## config.mk

```make
export PLATFORM = sky130hd
export DESIGN_NAME = dsp_mac_sequencer
export DESIGN_NICKNAME = d
export VERILOG_FILES = /design/src/rtl/dsp_ctrl_pkg.sv /design/src/rtl/dsp_tag_pipe.sv /design/src/rtl/dsp_mac_sequencer.sv
export SDC_FILE = /design/constraint.sdc
export NUM_CORES = 1
export LEC_CHECK = 0
export CAP_MARGIN = 40
export CORE_MARGIN = 2
export CORE_UTILIZATION = 34
export DETAILED_ROUTE_END_ITERATION = 8
export PLACE_DENSITY = 0.78
export SYNTH_ARGS = -nofsm -noshare
export SYNTH_HDL_FRONTEND = slang
export SYNTH_HIERARCHICAL = 1
export SYNTH_SLANG_ARGS = --single-unit
```

## constraint.sdc

```tcl
create_clock -name CLK -period 1.8 [get_ports CLK]
set_input_delay 0.18 -clock CLK [delete_from_list [all_inputs] [get_ports CLK]]
set_output_delay 0.18 -clock CLK [all_outputs]
set_load 0.01 [all_outputs]
```

## src/rtl/dsp_ctrl_pkg.sv

```systemverilog
// ============================================================================
// Module   : dsp_ctrl_pkg
// Purpose  : Shared types and slice control encodings for the MAC sequencer.
// Revision : 1.0
// ============================================================================
`default_nettype none

package dsp_ctrl_pkg;

   typedef enum logic [1:0] {
      ST_IDLE  = 2'd0,
      ST_RUN   = 2'd1,
      ST_DRAIN = 2'd2
   } state_t;

   typedef enum logic [2:0] {
      TAG_NONE  = 3'd0,
      TAG_CLEAR = 3'd1,
      TAG_FIRST = 3'd2,
      TAG_ACC   = 3'd3,
      TAG_HOLD  = 3'd4
   } tag_kind_t;

   typedef struct packed {
      tag_kind_t kind;
      logic      last;
   } tag_t;

   localparam tag_t c_tag_none = '{kind: TAG_NONE, last: 1'b0};

   // OPMODE field order is {Z[2:0], Y[1:0], X[1:0]}
   localparam logic [6:0] OPM_ZERO    = 7'b000_00_00;
   localparam logic [6:0] OPM_M_FIRST = 7'b000_01_01;
   localparam logic [6:0] OPM_M_ACC   = 7'b010_01_01;
   localparam logic [6:0] OPM_HOLD    = 7'b010_00_00;

   localparam logic [3:0] ALUMODE_ADD    = 4'b0000;
   localparam logic [4:0] INMODE_DEFAULT = 5'b00000;
   localparam logic [2:0] CARRYIN_SEL_0  = 3'b000;

   function automatic logic [6:0] tag_opmode(input tag_kind_t kind);
      logic [6:0] opm;
      case (kind)
         TAG_FIRST: opm = OPM_M_FIRST;
         TAG_ACC:   opm = OPM_M_ACC;
         TAG_HOLD:  opm = OPM_HOLD;
         default:   opm = OPM_ZERO;
      endcase
      return opm;
   endfunction

endpackage

`default_nettype wire

```

## src/rtl/dsp_tag_pipe.sv

```systemverilog
// ============================================================================
// Module   : dsp_tag_pipe
// Purpose  : Shift register of operation tags mirroring the slice pipeline,
//            with two selectable read taps.
// Revision : 1.0
// ============================================================================
`default_nettype none

module dsp_tag_pipe
   import dsp_ctrl_pkg::*;
#(
   parameter int DEPTH = 3,
   parameter int TAP_A = 0,
   parameter int TAP_B = 2
) (
   input  logic clk,
   input  logic rst_n,
   input  tag_t i_tag,
   output tag_t o_tap_a,
   output tag_t o_tap_b
);

   tag_t r_stage [DEPTH];

   always_ff @(posedge clk or negedge rst_n) begin
      if (!rst_n) begin
         for (int i = 0; i < DEPTH; i++) begin
            r_stage[i] <= c_tag_none;
         end
      end else begin
         r_stage[0] <= i_tag;
         for (int i = 1; i < DEPTH; i++) begin
            r_stage[i] <= r_stage[i-1];
         end
      end
   end

   assign o_tap_a = r_stage[TAP_A];
   assign o_tap_b = r_stage[TAP_B];

endmodule

`default_nettype wire

```

## src/rtl/dsp_mac_sequencer.sv

```systemverilog
// ============================================================================
// Module   : dsp_mac_sequencer
// Purpose  : Streams operand pairs into a DSP slice and sequences OPMODE so P
//            accumulates a dot product; captures P as RESULT at job end.
// Revision : 1.0
// ============================================================================
`default_nettype none

module dsp_mac_sequencer
   import dsp_ctrl_pkg::*;
#(
   parameter int LEN_W   = 10,
   parameter int OPM_TAP = 0,
   parameter int RES_TAP = 2
) (
   input  logic             CLK,
   input  logic             RSTN,
   input  logic             START,
   input  logic [LEN_W-1:0] LEN,
   input  logic             IN_VALID,
   output logic             IN_READY,
   input  logic [29:0]      IN_A,
   input  logic [17:0]      IN_B,
   output logic [29:0]      DSP_A,
   output logic [17:0]      DSP_B,
   output logic [6:0]       DSP_OPMODE,
   output logic [3:0]       DSP_ALUMODE,
   output logic [4:0]       DSP_INMODE,
   output logic [2:0]       DSP_CARRYINSEL,
   output logic             DSP_CE,
   input  logic [47:0]      DSP_P,
   output logic             BUSY,
   output logic             DONE,
   output logic [47:0]      RESULT
);

   localparam logic [LEN_W-1:0] c_cnt_one = LEN_W'(1);

   state_t           r_state;
   logic [LEN_W-1:0] r_cnt;
   logic             r_seen_first;
   logic             r_done;
   logic [47:0]      r_result;

   state_t           w_state_next;
   logic [LEN_W-1:0] w_cnt_next;
   logic             w_seen_next;
   logic             w_done_next;
   logic [47:0]      w_result_next;
   logic             w_accept;
   tag_t             w_tag_in;
   tag_t             w_opm_tag;
   tag_t             w_res_tag;

   assign w_accept = IN_VALID && (r_state == ST_RUN);

   always_comb begin
      w_state_next  = r_state;
      w_cnt_next    = r_cnt;
      w_seen_next   = r_seen_first;
      w_done_next   = 1'b0;
      w_result_next = r_result;
      w_tag_in      = c_tag_none;
      case (r_state)
         ST_IDLE: begin
            if (START) begin
               if (LEN == '0) begin
                  w_result_next = '0;
                  w_done_next   = 1'b1;
               end else begin
                  w_state_next = ST_RUN;
                  w_cnt_next   = LEN;
                  w_seen_next  = 1'b0;
               end
            end
         end
         ST_RUN: begin
            if (w_accept) begin
               w_tag_in.kind = r_seen_first ? TAG_ACC : TAG_FIRST;
               w_tag_in.last = (r_cnt == c_cnt_one);
               w_seen_next   = 1'b1;
               w_cnt_next    = r_cnt - c_cnt_one;
               if (r_cnt == c_cnt_one) begin
                  w_state_next = ST_DRAIN;
               end
            end else begin
               // Bubble before the first pair keeps P cleared; later ones freeze it
               w_tag_in.kind = r_seen_first ? TAG_HOLD : TAG_CLEAR;
            end
         end
         ST_DRAIN: begin
            w_tag_in.kind = TAG_HOLD;
            if (w_res_tag.last) begin
               w_result_next = DSP_P;
               w_done_next   = 1'b1;
               w_seen_next   = 1'b0;
               w_state_next  = ST_IDLE;
            end
         end
         default: begin
            w_state_next = ST_IDLE;
         end
      endcase
   end

   always_ff @(posedge CLK or negedge RSTN) begin
      if (!RSTN) begin
         r_state      <= ST_IDLE;
         r_cnt        <= '0;
         r_seen_first <= 1'b0;
         r_done       <= 1'b0;
         r_result     <= '0;
      end else begin
         r_state      <= w_state_next;
         r_cnt        <= w_cnt_next;
         r_seen_first <= w_seen_next;
         r_done       <= w_done_next;
         r_result     <= w_result_next;
      end
   end

   dsp_tag_pipe #(
      .DEPTH (RES_TAP + 1),
      .TAP_A (OPM_TAP),
      .TAP_B (RES_TAP)
   ) u_tag_pipe (
      .clk     (CLK),
      .rst_n   (RSTN),
      .i_tag   (w_tag_in),
      .o_tap_a (w_opm_tag),
      .o_tap_b (w_res_tag)
   );

   assign IN_READY       = (r_state == ST_RUN);
   assign BUSY           = (r_state != ST_IDLE);
   assign DSP_CE         = BUSY;
   assign DONE           = r_done;
   assign RESULT         = r_result;
   assign DSP_A          = IN_A;
   assign DSP_B          = IN_B;
   assign DSP_OPMODE     = tag_opmode(w_opm_tag.kind);
   assign DSP_ALUMODE    = ALUMODE_ADD;
   assign DSP_INMODE     = INMODE_DEFAULT;
   assign DSP_CARRYINSEL = CARRYIN_SEL_0;

endmodule

`default_nettype wire

```

==> impl_metrics.yaml, run 1 <==
global_route:
  grt_pass1_vias: 2748
  antenna_found_initial: 0
  grt-ovfl-total: 0
  grt_start_max_net_pins: 69
  global_route_wire_length_before_repair_mm: 14.1
  track_usage_pct: 15.7
die:
  number_of_primary_i_o_pins: 229
  die_width_um: 106
  num_rows: 37
  dieArea_um2: 11200
  start_util_pct: 34.6
  fp.dieH_um: 106
  core-area_um2: 10200
clock_tree:
  tritoncts: "done"
  clock_tree.htree_level_count: 3
  cts_num_sinks: 68
  clk_latency_ns: 0.34
  clock_tree.buffer_depth: 2
  cts.clk_slew.worst_paths_ns: 0.08
  clock_tree.root_cell: "sky130_fd_sc_hd__clkbuf_8"
  total_cts_buffers: 9
cells_and_area:
  postLayoutCellArea_um2: 5200
  syn2layout_area_growth_pct: 47.6
  layout.core_utilization_pct: 51.0
  finish.net_count: 545
  antennaDiodeCount: 0
  fillerInstances: 879
  drive_above_1_share_pct: 24.3
timing:
  hold_violations: 0
  final.hold.worst_slack_ns: 0.277
  final_min_period_over_clock_period_pct: 98.9
  rsz0062_at_grt: "true"
  achievable-frequency_mhz: 562
  layout_min_cycle_time_ns: 1.78
  final-max-slew-violation-count: 0
  timing.clock.skew_ns: 0.0102
  setup_viol: 0
critical_path:
  critPathLaunchType: "primary input"
  critPathRequiredTime_ns: 2.04
  arrival_ns: 2.02
  critPathCaptureType: "register"
  path_class: "primary input to register"
  crit_fanout: 5
pwr:
  power.ir.vdd_worst_mv: 0.820
  power_density_of_the_placed_cells_nw_per_um2: 1080
  switching_power_mw: 1.93
  combPwrFrac_pct: 42.6
  swShare_pct: 34.5
  intPower_mw: 3.67
  cellLeakagePower_nw: 2.25
  p_seq_share_pct: 34.8
  clock_power_share_pct: 22.6
drt:
  met1_length_mm: 3.95
  detail-route-antenna-nets: 0
  pre_repair_dr_iteration_count: 4
  via_per_inst: 5.04
  routed_wire_length_per_instance_um: 16.3
  detail_route.wirelength_mm: 9.24
  dr_wl_met2_mm: 4.45
  drt_drc_violations_left: 0
  wl_met3_um: 667
  dr.first_iter.drc_count: 129
  detailroute.via_count: 2864
  route.top_layer_used: "met4"
yosys:
  netlist_area_um2: 3520
  syn_avg_cell_area_um2: 11.1
  ys_warn_count: 6
  mapped_cells: 316
placed_design:
  place_congestion: 0.840
  postPlaceCellArea_um2: 4710
  portBuffers: 116
  place.detailed.hpwl_mm: 6.25
hold_path:
  holdCritPathClass: "primary input to register"
outcome:
  outcome: "complete, no violations"
run:
  timing.max_cap.violations: 0
==> cell usage in the layout, fill, tap and decap left out, drive strengths merged, types with 2 or more instances in the layout <==
master           n
nor2b            3
clkdlybuf4s15    2
nor3             5
nor3b            2
conb            16
nor2             9
nand4            4
a21oi           11
a41oi            2
a211oi           4
and4             2
mux2             2
a31oi            2
clkbuf          10
o32ai            3
nand3            4
a311oi           2
and3             5
nand2b           4
inv             11
nand3b           2
dlymetal6s2s     4
nor4             4
clkdlybuf4s50  108
dfrtp           68
nand4b           2
clkinv           4
buf             53
nand2            4
clkinvlp         2
a22o            49
o21ai            3
ha               8
o211ai           2
==> layer usage <==
metal / global-route usage, % / vias up
li1: - / 1299
met1: 20.4 / 1398
met2: 25.0 / 136
met3: 3.83 / 31
met4: 6.20 / 0
met5: 0 / -
==> worst max-delay path: stages <==
cell	delay (ns)
sky130_fd_sc_hd__clkdlybuf4s50_1	0.51
sky130_fd_sc_hd__nor4_4	0.32
sky130_fd_sc_hd__buf_4	0.20
sky130_fd_sc_hd__and3_1	0.30
sky130_fd_sc_hd__buf_4	0.15
sky130_fd_sc_hd__a21oi_1	0.07
sky130_fd_sc_hd__nor4_2	0.29
==> flip-flops by register name, indices dropped and copies added (netlist names) <==
name                count
RESULT                 48
DONE                    1
u_tag_pipe/r_stage      1
u_tag_pipe/o_tap_a      4
u_tag_pipe/o_tap_b      1
r_seen_first            1
r_cnt                  10
r_state                 2
==> power by group through the flow <==
stage / clock, mW / combinational, mW / sequential, mW
finish: 1.27 / 2.39 / 1.95
detailed placement: 0 / 1.91 / 1.95
floorplan: 0 / 1.14 / 1.95
global route: 1.39 / 2.56 / 1.97
CTS: 1.31 / 1.94 / 1.93
global placement: 0 / 1.85 / 1.93
==> stage by stage <==
stage	setup TNS [ns]	total power [mW]	cells	worst slack (ns)
after floorplan	0	3.09	331	0.0352
after global placement	-15.78	3.78	542	-0.307
after detailed placement	-16.71	3.86	542	-0.340
after CTS	0	5.18	563	0.0132
after global routing	-0.233	5.92	568	-0.0499
final	0	5.60	568	0.0192
==> layout make-up <==
| class | instances | area, µm² | area share [%] |
|---|---|---|---|
| sequential | 68 | 1700 | 32.7 |
| timing repair inverter | 1 | 7.51 | 0.144 |
| inverter | 10 | 41.3 | 0.795 |
| clock inverter | 7 | 75.1 | 1.44 |
| timing repair buffer | 169 | 1660 | 32.0 |
| multi-input combinational | 168 | 1410 | 27.2 |
| clock buffer | 9 | 124 | 2.38 |
| tap | 136 | 170 | 3.27 |
==> worst paths after layout <==
| check | start | to | slack (ns) | cells past startpoint |
|---|---|---|---|---|
| setup / recovery | LEN[4] | r_cnt[4] | 0.02 | 7 |
| hold / removal | LEN[0] | DONE | 0.28 | 4 |
| setup reg to reg | r_state[1] | r_cnt[6] | 0.02 | 9 |
| hold reg to reg | u_tag_pipe/o_tap_a[0] | u_tag_pipe/r_stage[4] | 0.36 | 0 |
| max in group asynchronous | RSTN | r_cnt[5] | 1.09 | 3 |
| min in group asynchronous | RSTN | RESULT[27] | 0.39 | 3 |
==> timing repair <==
action,CTS,global route
setup endpoints to repair,57,64
gates resized for setup,10,43
hold buffers,1,0
pin swaps,0,8
setup buffers,4,4
endpoints found under the hold margin,68,0
gates cloned,0,1
Power figures use the tool's default switching activity.
==> inputs of run 2 (changes only) <==
Settings changed: GPL_ROUTABILITY_DRIVEN set to 0.
==> results of run 2 <==
Final layout, timing and power as in run 1 (identical DEF).
